[src/rtl/wbusixchar_pkg.sv]
// Six-bit to printable-ASCII encoding constants and the pure encoder function.
package wbusixchar_pkg;

  localparam logic [7:0] CH_NEWLINE = 8'h0a;
  localparam logic [7:0] CH_AT      = 8'h40;
  localparam logic [7:0] CH_PCT     = 8'h25;
  localparam logic [7:0] CH_DIGIT   = 8'h30;  // '0'
  localparam logic [7:0] CH_UPPER   = 8'h41;  // 'A'
  localparam logic [7:0] CH_LOWER   = 8'h61;  // 'a'
  localparam logic [7:0] OFS_UPPER  = 8'd10;
  localparam logic [7:0] OFS_LOWER  = 8'd36;
  localparam logic [7:0] OFS_AT     = 8'd62;

  // bit6 requests a newline; otherwise the low six bits pick one of 64 symbols.
  function automatic logic [7:0] sixbit_to_ascii(input logic [6:0] bits);
    logic [7:0] v;
    logic [7:0] ch;
    v = {2'b00, bits[5:0]};
    if (bits[6])             ch = CH_NEWLINE;
    else if (v < OFS_UPPER)  ch = CH_DIGIT + v;
    else if (v < OFS_LOWER)  ch = CH_UPPER + (v - OFS_UPPER);
    else if (v < OFS_AT)     ch = CH_LOWER + (v - OFS_LOWER);
    else if (v == OFS_AT)    ch = CH_AT;
    else                     ch = CH_PCT;
    return ch;
  endfunction

endpackage

[src/rtl/wbusixchar_sfifo.sv]
// Single-clock first-word-fallthrough FIFO: head word is visible combinationally
// whenever the FIFO is non-empty. Pointers carry one extra wrap bit.
module wbusixchar_sfifo #(
  parameter int LGFIFO = 4,
  parameter int W      = 7
) (
  input  logic            i_clk,
  input  logic            i_areset_n,
  input  logic            i_wr,
  input  logic [W-1:0]    i_data,
  input  logic            i_rd,
  output logic [W-1:0]    o_data,
  output logic            o_empty,
  output logic            o_full,
  output logic [LGFIFO:0] o_fill
);

  localparam int DEPTH = 1 << LGFIFO;

  logic [W-1:0]    mem_q [DEPTH];
  logic [W-1:0]    mem_d [DEPTH];
  logic [LGFIFO:0] wr_q, wr_d, rd_q, rd_d;

  // Next-state for storage and pointers; caller never writes full or reads empty.
  always_comb begin
    mem_d = mem_q;
    wr_d  = wr_q;
    rd_d  = rd_q;
    if (i_wr) begin
      mem_d[wr_q[LGFIFO-1:0]] = i_data;
      wr_d = wr_q + (LGFIFO+1)'(1);
    end
    if (i_rd) rd_d = rd_q + (LGFIFO+1)'(1);
  end

  // Storage and pointer registers, all cleared by reset.
  always_ff @(posedge i_clk or negedge i_areset_n) begin
    if (!i_areset_n) begin
      wr_q <= '0;
      rd_q <= '0;
      for (int i = 0; i < DEPTH; i++) mem_q[i] <= '0;
    end else begin
      wr_q  <= wr_d;
      rd_q  <= rd_d;
      mem_q <= mem_d;
    end
  end

  assign o_data  = mem_q[rd_q[LGFIFO-1:0]];
  assign o_empty = (wr_q == rd_q);
  assign o_full  = (wr_q[LGFIFO] != rd_q[LGFIFO]) &&
                   (wr_q[LGFIFO-1:0] == rd_q[LGFIFO-1:0]);
  assign o_fill  = wr_q - rd_q;

endmodule

[src/rtl/wbusixchar_fifo.sv]
// Buffered six-bit-to-ASCII encoder for the debug-bus transmit path, with
// optional auto-newline after LINE_LEN chars and keepalive after idle time.
module wbusixchar_fifo
  import wbusixchar_pkg::*;
#(
  parameter int         LGFIFO      = 4,
  parameter int         LINE_LEN    = 0,
  parameter int         IDLE_CYCLES = 0,
  parameter logic [7:0] IDLE_CHAR   = 8'h2a
) (
  input  logic            i_clk,
  input  logic            i_areset_n,
  input  logic            i_stb,
  input  logic [6:0]      i_bits,
  output logic            o_busy,
  output logic            o_stb,
  output logic [7:0]      o_char,
  input  logic            i_busy,
  output logic [LGFIFO:0] o_fill,
  output logic            o_overflow
);

  logic [6:0]      fifo_head;
  logic            fifo_empty, fifo_full;
  logic [LGFIFO:0] fifo_fill;

  logic       accept, load, have_data, pop, byp, wr;
  logic [6:0] cand;
  logic       emit_vld;
  logic [7:0] emit_char;
  logic       line_full, ka_fire;

  logic       stb_q, stb_d;
  logic [7:0] char_q, char_d;
  logic       ovf_q, ovf_d;

  wbusixchar_sfifo #(.LGFIFO(LGFIFO), .W(7)) u_fifo (
    .i_clk      (i_clk),
    .i_areset_n (i_areset_n),
    .i_wr       (wr),
    .i_data     (i_bits),
    .i_rd       (pop),
    .o_data     (fifo_head),
    .o_empty    (fifo_empty),
    .o_full     (fifo_full),
    .o_fill     (fifo_fill)
  );

  // Output mux: pending newline, then FIFO head (or the incoming code when the
  // FIFO is empty, giving one-cycle latency), then keepalive.
  always_comb begin
    accept    = i_stb && !fifo_full;
    load      = !stb_q || !i_busy;
    have_data = !fifo_empty || accept;
    cand      = fifo_empty ? i_bits : fifo_head;
    emit_vld  = 1'b0;
    emit_char = char_q;
    pop       = 1'b0;
    byp       = 1'b0;
    if (load) begin
      if (have_data) begin
        emit_vld = 1'b1;
        if (line_full && !cand[6]) begin
          // Forced line break; the data code stays queued for next time.
          emit_char = CH_NEWLINE;
        end else begin
          emit_char = sixbit_to_ascii(cand);
          pop       = !fifo_empty;
          byp       = fifo_empty;
        end
      end else if (ka_fire) begin
        emit_vld  = 1'b1;
        emit_char = line_full ? CH_NEWLINE : IDLE_CHAR;
      end
    end
    wr     = accept && !byp;
    stb_d  = load ? emit_vld : stb_q;
    char_d = emit_char;
    ovf_d  = ovf_q || (i_stb && fifo_full);
  end

  // Output character register and sticky overflow flag.
  always_ff @(posedge i_clk or negedge i_areset_n) begin
    if (!i_areset_n) begin
      stb_q  <= 1'b0;
      char_q <= 8'h00;
      ovf_q  <= 1'b0;
    end else begin
      stb_q  <= stb_d;
      char_q <= char_d;
      ovf_q  <= ovf_d;
    end
  end

  generate
    if (LINE_LEN > 0) begin : g_line
      localparam int             LW   = $clog2(LINE_LEN + 1);
      localparam logic [LW-1:0]  LMAX = LW'(LINE_LEN);
      logic [LW-1:0] line_q, line_d;

      // Characters on the current line; any newline starts a fresh line.
      always_comb begin
        line_d = line_q;
        if (emit_vld) line_d = (emit_char == CH_NEWLINE) ? '0 : line_q + LW'(1);
      end

      // Line count register.
      always_ff @(posedge i_clk or negedge i_areset_n) begin
        if (!i_areset_n) line_q <= '0;
        else             line_q <= line_d;
      end

      assign line_full = (line_q == LMAX);
    end else begin : g_no_line
      assign line_full = 1'b0;
    end

    if (IDLE_CYCLES > 0) begin : g_idle
      localparam int            IW    = $clog2(IDLE_CYCLES + 1);
      localparam logic [IW-1:0] IFIRE = IW'(IDLE_CYCLES - 1);
      logic [IW-1:0] idle_q, idle_d;
      logic          idle_cond;

      assign idle_cond = !stb_q && fifo_empty && !accept;
      // Fire on the cycle that completes the idle run so the keepalive is
      // presented right after IDLE_CYCLES silent cycles.
      assign ka_fire   = idle_cond && (idle_q == IFIRE);

      // Silent-cycle count; any accept or emission restarts it.
      always_comb begin
        idle_d = idle_q;
        if (accept || emit_vld) idle_d = '0;
        else if (idle_cond)     idle_d = idle_q + IW'(1);
      end

      // Idle count register.
      always_ff @(posedge i_clk or negedge i_areset_n) begin
        if (!i_areset_n) idle_q <= '0;
        else             idle_q <= idle_d;
      end
    end else begin : g_no_idle
      assign ka_fire = 1'b0;
    end
  endgenerate

  assign o_busy     = fifo_full;
  assign o_stb      = stb_q;
  assign o_char     = char_q;
  assign o_fill     = fifo_fill;
  assign o_overflow = ovf_q;

endmodule

[config.mk]
export PLATFORM = sky130hd
export DESIGN_NAME = wbusixchar_fifo
export DESIGN_NICKNAME = d
export VERILOG_FILES = /design/src/rtl/wbusixchar_pkg.sv /design/src/rtl/wbusixchar_sfifo.sv /design/src/rtl/wbusixchar_fifo.sv
export SDC_FILE = /design/constraint.sdc
export NUM_CORES = 1
export LEC_CHECK = 0
export ABC_AREA = 1
export BUFFER_PORTS_ARGS = -buffer_cell sky130_fd_sc_hd__buf_2
export CAP_MARGIN = 20
export CELL_PAD_IN_SITES_DETAIL_PLACEMENT = 0
export CELL_PAD_IN_SITES_GLOBAL_PLACEMENT = 1
export CORE_ASPECT_RATIO = 2
export CORE_UTILIZATION = 47
export DETAILED_ROUTE_END_ITERATION = 10
export PLACE_DENSITY = 0.82
export REMOVE_ABC_BUFFERS = 1
export SYNTH_ARGS = -nofsm -noshare
export SYNTH_HDL_FRONTEND = slang
export SYNTH_SLANG_ARGS = --single-unit
[constraint.sdc]
create_clock -name i_clk -period 3.9 [get_ports i_clk]
set_input_delay 0.78 -clock i_clk [delete_from_list [all_inputs] [get_ports i_clk]]
set_output_delay 0.78 -clock i_clk [all_outputs]
set_load 0.01 [all_outputs]
==> results.toml, run 1 <==
[drt]
antenna_left = 0
via_per_inst = 5.35
num_vias = 6063
wire_per_inst_um = 18.4
drt-pass1-iter-count = 5
drt_wl_total_um = 20800
drc = 0
drt_iter0_markers = 391

[sta]
slew_viol_final = 0
clock_skew_ns = 0.00814
max_freq_ghz = 0.304
layout_min_cycle_time_ns = 3.29
finalHoldViolCount = 0
rsz0062_at_grt = "no"
fin_crit_sh_pct = 84.3
tightest_slew_ns = 0.706
finalSetupViolations = 0
slew_headroom_pct = 52.9
finalSetupTns_ns = 0

[cells_and_area]
area_growth_pct = 11.1
final_common_cell = "nand2_1"
final_cell_mix = "nand2_1 (266), o21ai_0 (140), dfrtp_1 (131), nor2_1 (67), nand3_1 (57)"
fillers = 1531
layout-drive-gt1-share_pct = 14.5
final_cells = 1134
diodes = 0
fin_nets = 958

[synth]
synthSimpleGateAreaFrac_pct = 27.9
synthCells = 912
synth_seq_cells = 132
synthAdderAreaFrac_pct = 4.05
synth-xor-area-share_pct = 1.67
muxShareOfSynthArea_pct = 0
synth_top_cell_area_share_pct = 45.3
synth_area_leaders = "dfrtp_1 (45%), nand2_1 (14%), o21ai_0 (9.6%)"
yosys_warnings = 0
synthDistinctLibCells = 40
syn_avg_cell_area_sq_um = 7.99
synth-seq-area-share_pct = 45.3
synth-compound-area-share_pct = 13.0
yosys.area.top_type = "dfrtp_1"
synth_top_family_by_area = "simple AND/OR/NAND/NOR gates"
syn-cell-area_sq_um = 7290

[global_routing]
grt_max_degree = 74
antenna_found_initial = 0
grt_first_pass_wirelength_um = 33100
grt_pass1_vias = 6047
track_usage_pct = 27.8
gr-total-overflow = 0

[floorplanning]
start_util_pct = 47.9
num_rows = 64
die-area_sq_um = 16000
die_h_um = 178
core_area_sq_um = 15200
io_pins = 27
die_w_um = 90.0

[clock_tree]
cts_num_sinks = 132
clk_root_buffer_cell = "clkbuf_16"
cts_max_path_buffers = 2
tritoncts = "done"
cts_hold_buffers = 0
ctsResizeCount = 0
cts_setup_buffers = 0
path_clk_slew_ns = 0.06
clock_latency_ns = 0.42
cts_buffers = 17
htreeDepth = 4

[placed_design]
io_buffers = 26
dp_cells = 1103
dp_hpwl_um = 14800
routabilityCongestion = 0.939

[critical_path]
arrival_ns = 3.60
cp.required_ns = 4.21
path_class = "flip-flop to flip-flop"
cp-end-kind = "flip-flop"
startpoint_type = "flip-flop"
crit_fanout = 12

[run_status]
status = "finished clean"

[min_path]
hp-class = "primary input to asynchronous set/reset pin"

[job]
cap_violations = 0
final cells by class:
class / instances / area (sq um) / area share, %
Multi-Input combinational cell: 659 / 3400 / 42.0
Sequential cell: 132 / 3300 / 40.8
Timing Repair Buffer: 39 / 246 / 3.05
Clock buffer: 18 / 439 / 5.43
Tap cell: 198 / 248 / 3.06
Clock inverter: 13 / 160 / 1.98
Inverter: 75 / 297 / 3.66
metal layers:
| metal | routed length [um] | up-vias | share of wire [%] | GRT usage (%) |
|---|---|---|---|---|
| met2 | 11500 | 140 | 55 | 52.2 |
| met1 | 7680 | 2913 | 37 | 29.2 |
| met5 | 0 | - | 0 | 0 |
| met4 | 1060 | 0 | 5.1 | 17.0 |
| met3 | 561 | 43 | 2.7 | 3.37 |
| li1 | - | 2967 | - | - |
flip-flops by register name, indices dropped and copies added, names as in the netlist:
| signal | cells |
|---|---|
| o_char | 8 |
| o_overflow | 1 |
| u_fifo.mem_q | 112 |
| o_stb | 1 |
| u_fifo.wr_q | 5 |
| u_fifo.rd_q | 5 |
path summary, 6_finish.rpt:
kind	start	endpoint	slack (ns)	cells after the start
min in group i_clk	o_char[5]	o_char[5]	0.47	2
max reg2reg	u_fifo.wr_q[2]	o_char[2]	0.61	15
max	u_fifo.wr_q[2]	o_char[2]	0.61	15
min reg2reg	o_char[5]	o_char[5]	0.47	2
min	i_areset_n	o_stb	0.37	1
max in group asynchronous	i_areset_n	u_fifo.mem_q[73]	2.72	2
through the flow:
stage | util [%] | setup WS (ns) | hold WS [ns] | cell area, sq um
after floorplan | - | 0.314 | 0.448 | 7000
after global placement | 49.3 | 0.730 | 0.460 | 7490
after detailed placement | 49.3 | 0.669 | 0.460 | 7490
after CTS | 53.2 | 0.657 | 0.390 | 8090
after global routing | 53.2 | 0.252 | 0.419 | 8090
final | 53.2 | 0.611 | 0.373 | 8090
cell usage after synthesis (all sizes together):
master,n
a21boi,1
buf,38
nor3b,1
nand3,63
nor2,76
nand4,16
clkinv,2
o221ai,1
o21ai,157
a31o,1
fa,1
xor2,9
nor3,2
clkbuf,8
nand2,284
dfrtp,132
ha,22
a21oi,11
o211ai,7
o22ai,3
inv,73
xnor2,4
critical path, stage by stage, from the launching register on:
cell     delay, ns
dfrtp_1       0.54
ha_1          0.43
nand2_1       0.10
nor2_2        0.12
inv_2         0.07
nor2_4        0.35
nand2_1       0.16
nand2_4       0.17
ha_1          0.22
inv_1         0.09
nand4_2       0.12
nand2_4       0.11
o21ai_0       0.46
inv_1         0.09
nand2_1       0.08
nand2_1       0.05
logic make-up (layout without fill, tap and decap cells):
group / count (synthesis) / after routing
compound gates: 181 / 181
buf+inv: 121 / 145
fa+ha+maj: 23 / 23
flops: 132 / 132
xor+xnor: 13 / 13
simple gates: 442 / 442
Power of run 1 is not shown: default switching activity piles up to over one toggle a cycle in this logic, so the estimate is an artifact.
==> inputs of run 2 (changes only) <==
CORE_UTILIZATION = 42   (was 47)
PLACE_DENSITY = 0.78   (was 0.82)
clock period = 2.95 ns   (was 3.9 ns; I/O delays follow)
==> run 2 against run 1 <==
Effect of this change: clock-buffer cell count rose by 4; non-clock buffer count up 49; via count increased by 3.7%; register-to-register slack got worse by 0.47 ns; final area grew 7.2%; critical path depth up 2; global-route usage decreased by 2.2 points; core utilization is 1.7 points lower; sequential share of layout area decreased by 2.7 points; first-iteration DRC count up 11%; routed wire length up 5.6%; clock skew up 0.0032 ns; critical endpoint is now o_char[1].
==> results.toml, run 2 (synthesized netlist as in run 1, its figures left out) <==
[floorplanning]
start_util_pct = 43.2
die-area_sq_um = 17900
core_area_sq_um = 16800
num_rows = 67
die_w_um = 95.1
io_pins = 27
die_h_um = 188

[cells_and_area]
regArea_sq_um = 3300
fillers = 1675
fin_area_sq_um = 8670
layout-drive-gt1-share_pct = 20.0
largest_register_ffs = 112
top_register = "u_fifo.mem_q"
multi_input_area_sq_um = 3470
diodes = 0
final_cell_mix = "nand2_1 (262), o21ai_0 (137), dfrtp_1 (131), nor2_1 (67), nand3_1 (56)"
final_common_cell = "nand2_1"
area_growth_pct = 19.0
fin_nets = 1008

[critical_path]
crit_start = "u_fifo.rd_q[1]"
reg2reg_from = "u_fifo.rd_q[1]"
arrival_ns = 3.15
cp-end-kind = "flip-flop"
r2r_end = "o_char[1]"
cp.required_ns = 3.29
path_class = "flip-flop to flip-flop"
r2r_cells = 17
crit_fanout = 10
startpoint_type = "flip-flop"
regToRegSetupSlack_ns = 0.14

[clock_tree]
cts_max_path_buffers = 2
cts_num_sinks = 132
clk_root_buffer_cell = "clkbuf_16"
clock_latency_ns = 0.42
tritoncts = "done"
cts_hold_buffers = 0
path_clk_slew_ns = 0.06
cts_buffers = 17
htreeDepth = 4

[drt]
drt_wl_total_um = 22000
antenna_left = 0
via_per_inst = 5.27
wire_per_inst_um = 18.5
drt_iter0_markers = 435
num_vias = 6286
drt-pass1-iter-count = 5
drc = 0

[sta]
clock_skew_ns = 0.0114
slew_headroom_pct = 49.3
layout_min_cycle_time_ns = 2.81
worst_hold_slack_ns = 0.208
slew_viol_final = 0
tightest_slew_ns = 0.761
finalHoldViolCount = 0
fin_crit_sh_pct = 95.3
finalSetupViolations = 0
max_freq_ghz = 0.356

[placed_design]
io_buffers = 26
dpl_cell_area_sq_um = 7850
dp_hpwl_um = 15200
routabilityCongestion = 0.934

[global_routing]
track_usage_pct = 25.6
gr-total-overflow = 0
grt_pass1_vias = 6186
antenna_found_initial = 0
grt-busiest-layer = "met2"
use_met1_pct = 27.8
grt_max_degree = 79
grt_first_pass_wirelength_um = 33600
grtUsageMet2_pct = 46.5
gr-usage-met3_pct = 3.15

[run_status]
status = "finished clean"

[min_path]
hp-class = "primary input to asynchronous set/reset pin"

[job]
cap_violations = 0
==> run 2: changes by cell type in the layout (fill, tap and decap cells not counted), moves of 4 or more <==
cell | before | now
buf_12 | 1 | 5
buf_4 | 12 | 54
clkbuf_1 | 0 | 4
ha_1 | 22 | 17
ha_4 | 0 | 4
inv_1 | 56 | 52
nand2_1 | 266 | 262
nand2_2 | 9 | 13
==> run 2: worst max path at each step <==
stage	to	slack (ns)	cells past startpoint
2_1_floorplan	o_char[5]	-0.64	23
3_3_place_gp	o_char[6]	0.06	18
3_5_place_dp	o_char[6]	0.05	18
4_1_cts	o_char[6]	0.02	18
5_1_grt	o_char[6]	-0.03	18
6_report	o_char[1]	0.14	17
==> run 2: repair_timing <==
item	4_1_cts	5_1_grt
gates resized for setup	0	26
endpoints found under the setup margin	0	8
buffers inserted	0	7
==> run 2: routing by layer <==
metal	vias up	part of all wire [%]
li1	3070	-
met3	57	3.0
met2	154	55
met4	0	5.3
met1	3005	37
met5	-	0
==> run 2: critical path, cell delays in order, from the launching register on <==
cell and delay [ns]:
dfrtp_1 0.40, inv_2 0.05, ha_1 0.27, nand2_1 0.08, nor2_2 0.15, inv_2 0.08
nor2_4 0.19, buf_6 0.16, nand2_1 0.09, nand2_4 0.14, ha_1 0.22, inv_2 0.06
buf_4 0.13, nand4_2 0.10, nand2_4 0.12, o21ai_1 0.28, inv_1 0.07, a21oi_1 0.15
==> run 2: area by class of cell <==
class                      instances  area share (%)
multi-input combinational        659            40.0
sequential                       132            38.1
tap                              207            2.99
inverter                          75            3.56
timing repair buffer              88            7.95
timing repair inverter             1           0.101
clock inverter                     9            2.06
clock buffer                      22            5.24
==> run 2: through the flow <==
stage          TNS (ns)  cells  setup slack (ns)  utilization, %
2_1_floorplan     -8.77    866            -0.636               -
3_3_place_gp          0   1153            0.0561            46.6
3_5_place_dp          0   1153            0.0472            46.6
4_1_cts               0   1184            0.0152            50.3
5_1_grt         -0.0531   1193           -0.0250            51.5
6_report              0   1193             0.139            51.5
Power of run 2 is left out for the same reason.
==> inputs of run 3 (changes only) <==
CORE_UTILIZATION = 44   (was 42)
CTS_BUF_LIST = sky130_fd_sc_hd__clkbuf_4 sky130_fd_sc_hd__clkbuf_8   (was not set)
PLACE_DENSITY = 0.81   (was 0.78)
==> run 3 against run 2 <==
Effect of this change: non-clock buffer count grew 2; via count down 1.0%; first-iteration DRC count is 25% lower; largest cell class unchanged; highest routed layer unchanged.
==> results.toml, run 3 (synthesized netlist as in run 1, its figures left out) <==
[floorplanning]
die_h_um = 184
core_area_sq_um = 16200
start_util_pct = 45.0
num_rows = 66
die-area_sq_um = 17100
io_pins = 27
die_w_um = 93.0

[drt]
met2_length_um = 12000
wl_met3_um = 557
drc = 0
top_layer = "met4"
drt-pass1-iter-count = 5
num_vias = 6222
drt_wl_total_um = 21700
wl_met1_um = 7970
via_per_inst = 5.23
wire_per_inst_um = 18.3
drt_iter0_markers = 328
antenna_left = 0

[critical_path]
path_cells = "inv_1 > ha_1 > nand2_1 > nor2_2 > inv_2 > nor2_4 > a21oi_2 > nand3_1 > nand2_4 > buf_4 > ha_1 > nand3_1 > nand2_1 > nand2_1 > nand2_2 > nand2_1 > nand2_1 > o211ai_1 > nand2_1 > nand2_1"
max_stage_delay_ns = 0.34
cp-end-kind = "flip-flop"
cp.required_ns = 3.34
startpoint_type = "flip-flop"
path_class = "flip-flop to flip-flop"
cpMostUsedCell = "nand2_1"
crit_fanout = 6
arrival_ns = 3.26
slowest_stage = "dfrtp_1"

[global_routing]
grt_first_pass_wirelength_um = 34100
grt_max_degree = 53
grt_pass1_vias = 6224
antenna_found_initial = 0
track_usage_pct = 27.3
gr-total-overflow = 0

[sta]
slew_viol_final = 0
finalSetupViolations = 0
max_freq_ghz = 0.349
tightest_slew_ns = 0.763
fin_crit_sh_pct = 97.2
clock_skew_ns = 0.00862
slew_headroom_pct = 49.1
layout_min_cycle_time_ns = 2.87
rsz0062_at_grt = "yes"
finalHoldViolCount = 0

[cells_and_area]
top_register = "u_fifo.mem_q"
fin_nets = 1010
fillers = 1660
final_cells = 1189
diodes = 0
largest_register_ffs = 112
multi_input_area_sq_um = 3440
area_growth_pct = 14.3
regArea_sq_um = 3300
final_common_cell = "nand2_1"
final_cell_mix = "nand2_1 (264), o21ai_0 (136), dfrtp_1 (131), nor2_1 (66), buf_4 (60)"
layout-drive-gt1-share_pct = 19.6
post-route-util_pct = 51.5

[placed_design]
dp_cells = 1153
dp_hpwl_um = 15700
routabilityCongestion = 0.893
io_buffers = 26

[clock_tree]
clk_root_buffer_cell = "clkbuf_8"
clock_latency_ns = 0.45
cts_num_sinks = 132
cts_buffers = 17
cts_hold_buffers = 0
cts_max_path_buffers = 2
tritoncts = "done"
htreeDepth = 4
path_clk_slew_ns = 0.07

[min_path]
hp-class = "primary input to asynchronous set/reset pin"

[job]
cap_violations = 0

[run_status]
status = "finished clean"
## run 3: cell count changes in the layout (fill, tap and decap cells not counted), sizes merged
cell,delta
clkinvlp,-1
clkbuf,-1
buf,+3
inv,-1
nor2,+1
bufinv,-3
clkinv,+1
## run 3: worst paths after layout
| check | startpoint | endpoint | slack [ns] | cells past startpoint |
|---|---|---|---|---|
| max reg2reg | u_fifo.rd_q[2] | o_char[4] | 0.08 | 20 |
| max in group asynchronous | i_areset_n | u_fifo.mem_q[82] | 2.04 | 2 |
| min | i_areset_n | o_char[4] | 0.08 | 1 |
| min in group i_clk | i_busy | o_stb | 0.38 | 3 |
| max | u_fifo.rd_q[2] | o_char[4] | 0.08 | 20 |
| min reg2reg | o_char[2] | o_char[2] | 0.48 | 2 |
## run 3: area by class of cell
class	count	area share, %
Inverter	75	3.65
Tap cell	204	3.06
Sequential cell	132	39.7
Clock inverter	6	0.991
Timing Repair Buffer	90	8.01
Multi-Input combinational cell	660	41.3
Clock buffer	22	3.33
## run 3: stage by stage
step / hold slack [ns] / instance area, sq um / worst slack [ns] / TNS, ns
floorplan: 0.294 / 7000 / -0.636 / -8.77
global placement: 0.457 / 7860 / -0.0300 / -0.0300
detailed placement: 0.459 / 7860 / -0.0835 / -0.122
CTS: 0.0896 / 8230 / 0.0185 / 0
global route: 0.105 / 8330 / -0.0366 / -0.0639
finish: 0.0791 / 8330 / 0.0834 / 0
## run 3: routing by layer
layer / up-vias / global-route usage [%]
li1: 3070 / -
met1: 2958 / 27.3
met2: 130 / 51.5
met3: 64 / 3.80
met4: 0 / 16.6
met5: - / 0
## run 3: timing repair
| action | in CTS | in global routing |
|---|---|---|
| setup buffers | 0 | 7 |
| pin swaps | 1 | 9 |
| gates resized for setup | 1 | 20 |
| setup endpoints to repair | 4 | 11 |
| gates cloned | 1 | 0 |
## run 3: worst max-delay path: cells and delay by family, from the launching register on
family,cells,cell delay [ns]
buffers and inverters,3,0.30
AOI/OAI and AO/OA,2,0.26
adders and majority gates,2,0.51
and+or+nand+nor,13,1.38
DFF,1,0.34
Power of run 3 is left out for the same reason.
